===== config.mk =====
export PLATFORM = sky130hd
export DESIGN_NAME = mem_wr_seq
export DESIGN_NICKNAME = d
export VERILOG_FILES = /design/src/rtl/mem_wr_seq.sv
export SDC_FILE = /design/constraint.sdc
export NUM_CORES = 1
export LEC_CHECK = 0
export ABC_AREA = 1
export BUFFER_PORTS_ARGS = -buffer_cell sky130_fd_sc_hd__buf_2
export CELL_PAD_IN_SITES_DETAIL_PLACEMENT = 1
export CELL_PAD_IN_SITES_GLOBAL_PLACEMENT = 1
export CORE_ASPECT_RATIO = 0.7
export CORE_UTILIZATION = 30
export DETAILED_ROUTE_END_ITERATION = 8
export PLACE_DENSITY = 0.78
export SYNTH_ARGS = -nofsm -noshare
export SYNTH_HDL_FRONTEND = slang
export SYNTH_SLANG_ARGS = --single-unit

===== constraint.sdc =====
create_clock -name clk -period 1.9 [get_ports clk]
set_clock_uncertainty 0.15 [all_clocks]
set_input_delay 0.19 -clock clk [delete_from_list [all_inputs] [get_ports clk]]
set_output_delay 0.19 -clock clk [all_outputs]
set_load 0.05 [all_outputs]

===== src/rtl/mem_wr_seq.sv =====
`default_nettype none
// mem_wr_seq: burst write sequencer that pulls a valid/ready byte stream and issues
// one registered memory write per accepted beat at consecutive wrapping addresses.
module mem_wr_seq #(
  parameter int DW    = 8,
  parameter int AW    = 4,
  parameter int LEN_W = 5
) (
  input  logic             clk,
  input  logic             rst,
  input  logic             start,
  input  logic [AW-1:0]    base_addr,
  input  logic [LEN_W-1:0] len,
  input  logic             s_valid,
  input  logic [DW-1:0]    s_data,
  output logic             s_ready,
  output logic             wr,
  output logic [AW-1:0]    waddr,
  output logic [DW-1:0]    wdata,
  output logic             busy,
  output logic             done,
  output logic             err
);

  typedef enum logic [1:0] {
    S_IDLE  = 2'd0,
    S_WRITE = 2'd1,
    S_DONE  = 2'd2
  } state_t;

  localparam logic [AW-1:0]    ADDR_ONE = {{(AW-1){1'b0}}, 1'b1};
  localparam logic [LEN_W-1:0] LEN_ONE  = {{(LEN_W-1){1'b0}}, 1'b1};
  localparam logic [LEN_W-1:0] LEN_ZERO = '0;

  state_t           state_q, state_d;
  logic [AW-1:0]    addr_q, addr_d;
  logic [LEN_W-1:0] rem_q, rem_d;
  logic             wr_q, wr_d;
  logic [AW-1:0]    waddr_q, waddr_d;
  logic [DW-1:0]    wdata_q, wdata_d;
  logic             err_q, err_d;
  logic             beat_acc;

  always_ff @(posedge clk) begin
    if (!rst) begin
      state_q <= S_IDLE;
      addr_q  <= '0;
      rem_q   <= '0;
      wr_q    <= 1'b0;
      waddr_q <= '0;
      wdata_q <= '0;
      err_q   <= 1'b0;
    end else begin
      state_q <= state_d;
      addr_q  <= addr_d;
      rem_q   <= rem_d;
      wr_q    <= wr_d;
      waddr_q <= waddr_d;
      wdata_q <= wdata_d;
      err_q   <= err_d;
    end
  end

  always_comb begin
    state_d  = state_q;
    addr_d   = addr_q;
    rem_d    = rem_q;
    wr_d     = 1'b0;
    waddr_d  = waddr_q;
    wdata_d  = wdata_q;
    beat_acc = s_valid && (state_q == S_WRITE);

    case (state_q)
      S_IDLE: begin
        if (start) begin
          if (len != LEN_ZERO) begin
            state_d = S_WRITE;
            addr_d  = base_addr;
            rem_d   = len;
          end else begin
            state_d = S_DONE;
          end
        end
      end
      S_WRITE: begin
        if (beat_acc) begin
          wr_d    = 1'b1;
          waddr_d = addr_q;
          wdata_d = s_data;
          addr_d  = addr_q + ADDR_ONE;
          rem_d   = rem_q - LEN_ONE;
          if (rem_q == LEN_ONE) state_d = S_DONE;
        end
      end
      S_DONE:  state_d = S_IDLE;
      default: state_d = S_IDLE;
    endcase

    // A reject landing on the last-beat edge would collide with done; done takes priority.
    err_d = start && (state_q != S_IDLE) && (state_d != S_DONE);
  end

  assign s_ready = (state_q == S_WRITE);
  assign busy    = (state_q == S_WRITE);
  assign done    = (state_q == S_DONE);
  assign wr      = wr_q;
  assign waddr   = waddr_q;
  assign wdata   = wdata_q;
  assign err     = err_q;

endmodule
`default_nettype wire


==> metrics.md <==
| Metric | Value |
|---|---|
| Slew headroom | 79.5% |
| Top cell type by total area after synthesis | dfxtp_1 |
| Cts bufs inserted | 3 |
| Core Footprint | 3990 sq um |
| Final period demand of the worst path | 1540 ps |
| Simple-gate area share of the yosys netlist | 37.6% |
| Post-CTS sizing | 0 |
| Largest family of logic cells by synthesized area | simple AND/OR/NAND/NOR gates |
| Synth Area in Compound Gates | 9.96% |
| Pwr/cell area | 832 nW/um^2 |
| WP data required | 1560 ps |
| Clock transition at the registers of the reported paths | 90 ps |
| Clock root buffer master | clkbuf_8 |
| CP Cell Sequence | inv_2 > nor2_8 > buf_2 |
| Via count | 1205 |
| Cell depth of the worst flop-to-flop path | 6 |
| Warnings, synthesis | 0 |
| Drt pass-1 iters | 4 |
| Routed Antenna Nets | 0 |
| Top cell type's share of synthesized area | 39.4% |
| CTS tree | done |
| Worst-case clock buffer depth | 2 |
| Largest net degree at the start of global routing | 20 |
| CP Depth | 3 |
| P&R area growth vs syn | 19.0% |
| Crit path kind | register to output pin |
| Register area share after synthesis | 39.4% |
| Most numerous cell in the Yosys netlist | nand2_1 |
| RSZ-0062 raised after global routing | no |
| Post-Layout Inst Area | 1510 sq um |
| Final worst slack | 361 ps |
| Syn Area/Cell | 7.21 sq um |
| Met3 WL post-DR | 92 microns |
| Die width | 79.7 microns |
| Metal2 WL | 1.50 mm |
| Mux cell area share after synthesis | 0% |
| Synth Area in XOR/XNOR | 0.690% |
| Vias in the first global route | 1176 |
| Post-Synthesis Net Count | 200 |
| Leak | 0.743 nW |
| Commonest cells in the netlist | nand2_1 (45), nor2_1 (26), dfxtp_1 (25), nand3_1 (18), a21oi_1 (14) |
| Critical path's slowest cell | dfxtp_1 |
| Final WL | 3.29 mm |
| Uppermost layer routed | met4 |
| Setup TNS | 0 ps |
| Predominant post-synthesis flop cell | dfxtp_1 |
| # nets final | 237 |
| Post-DP HPWL | 2.59 mm |
| Synthesized instance count | 176 |
| Share of cells above drive strength 1 | 26.9% |
| Final std cells w/o fill | 264 |
| Max Fanout on Critical Path | 10 |
| FMAX | 0.650 GHz |
| First-pass GRT wire length | 5.46 mm |
| Routed vias/inst | 4.56 |
| Worst Setup End Kind | output pin |
| Area contributors post-synth | dfxtp_1 (39%), nand2_1 (13%), nor2_1 (7.7%), nand3_1 (7.1%), a21oi_1 (5.5%) |
| Status | finished clean |
| Final hold viol count | 0 |
| IO Pins | 38 |
| Maxcap violations | 0 |
| Hold Path Depth | 3 |
| Setup bufs post-CTS | 0 |
| Cts hold-fix bufs | 0 |
| Worst Max-Slew Pin Slew | 305 ps |
| Row cnt | 19 |
| GP Congestion | 0.780 |
| Worst min path class | input pin to register |
| VDD IR max | 0.000285 V |
| Diodes inserted | 0 |
| CP peak stage delay | 350 ps |
| Register bit count reported by yosys | 25 |
| CP bufs+invs | 2 |
| Final Cycle Share | 81.0% |
| Number of flops mapped to enable cells by yosys | 0 |
| Pwr Total | 1.26 mW |
| Syn Std Cell Area | 1270 sq um |
| Final Max Slew Viols | 0 |
| CP arrival | 1200 ps |
| Number of I/O port buffers | 37 |
| Family with the most delay on the worst path | buffers and inverters |
| Die H | 56.4 microns |
| GRT Residual Overflow | 0 |
| Netlist cell types | 24 |
| Dpl ws | 398 ps |
| Setup Viol. Count Final | 0 |
| Met1 wire length | 1.68 mm |
| Clk sink count | 25 |
| Drt first-iter violations | 50 |
| WL/cell | 12.5 microns |
| H-Tree Depth | 1 |
| Ys async rst share | 0% |
| Die area | 4500 sq um |
| Dpl cell area | 1470 sq um |
| Initial Util | 31.8% |
| Antenna violations before repair | 0 |
| Startpoint types | register |
| Detailed-route DRC error count | 0 |
| Global Route Usage Sum | 15.8% |
| Worst-skew pair later-pin latency | 260 ps |
| Adder-cell area share of the yosys netlist | 2.96% |
| Placed cells | 260 |
-- cell usage in the layout, fill, tap and decap left out --
master     n
a21oi_1   14
a21oi_4    1
buf_2     37
clkbuf_1   1
clkbuf_8   3
clkinv_1   1
dfxtp_1   25
ha_1       3
inv_1     11
inv_2      3
inv_6      1
nand2_1   45
nand2_2    8
nand2_8    1
nand3_1   18
nand4_1    2
nor2_1    26
nor2_4     1
nor2_8     1
o21ai_0    4
o21ai_1    4
or2_2      1
xnor2_1    1
-- metrics by stage --
stage | utilization, % | hold slack, ps
floorplan | - | 177
global placement | 36.7 | 296
detailed placement | 36.7 | 300
CTS | 37.8 | 10.9
global route | 37.8 | 22.7
finish | 37.8 | 13.0
-- power by group --
part / switching [mW] / internal (mW) / total [mW]
clock network: 0.165 / 0.150 / 0.315
registers: 0.0313 / 0.564 / 0.595
logic: 0.236 / 0.109 / 0.345
-- worst paths after layout --
kind | startpoint | end | slack [ps]
setup reg to reg | state_q[1]$_SDFF_PN0_ | rem_q[3]$_SDFFE_PN0P_ | 400
hold / removal | s_data[7] | wdata[7]$_SDFFE_PN0P_ | 10
setup / recovery | state_q[0]$_SDFF_PN0_ | s_ready | 360
hold reg to reg | wdata[7]$_SDFFE_PN0P_ | wdata[7]$_SDFFE_PN0P_ | 320
-- cells by family after synthesis --
kind of cell	count (synthesis)
adders and majority gates	3
and+or+nand+nor	103
AOI/OAI and AO/OA	23
DFF	25
buffers and inverters	21
xor gates and xnor gates	1
-- worst register-to-register path, cell delays in order, from the launching register on --
cell and delay [ps]:
dfxtp_1 460, nor2_8 110, nand2_8 150, inv_6 110, a21oi_4 260, nor2_1 100
nor2_1 90
-- per-layer routing --
metal	global-route usage, %	vias to the layer above
met5	0	-
met4	2.34	0
met3	4.39	2
met2	24.5	13
met1	22.1	559
li1	-	631
-- flip-flops by register name (all words and copies together), names as in the netlist --
name	flops
wdata	8
rem_q	5
addr_q	4
waddr	4
state_q	2
err	1
wr	1
-- cell type report --
type / instances / area [sq um]
Clock buffer: 4 / 45.0
Fill cell: 530 / 2480
Inverter: 16 / 65.1
Multi-Input combinational cell: 130 / 649
Sequential cell: 25 / 500
Tap cell: 52 / 65.1
Timing Repair Buffer: 37 / 185
Note: power is estimated with default switching activity, not from simulation.
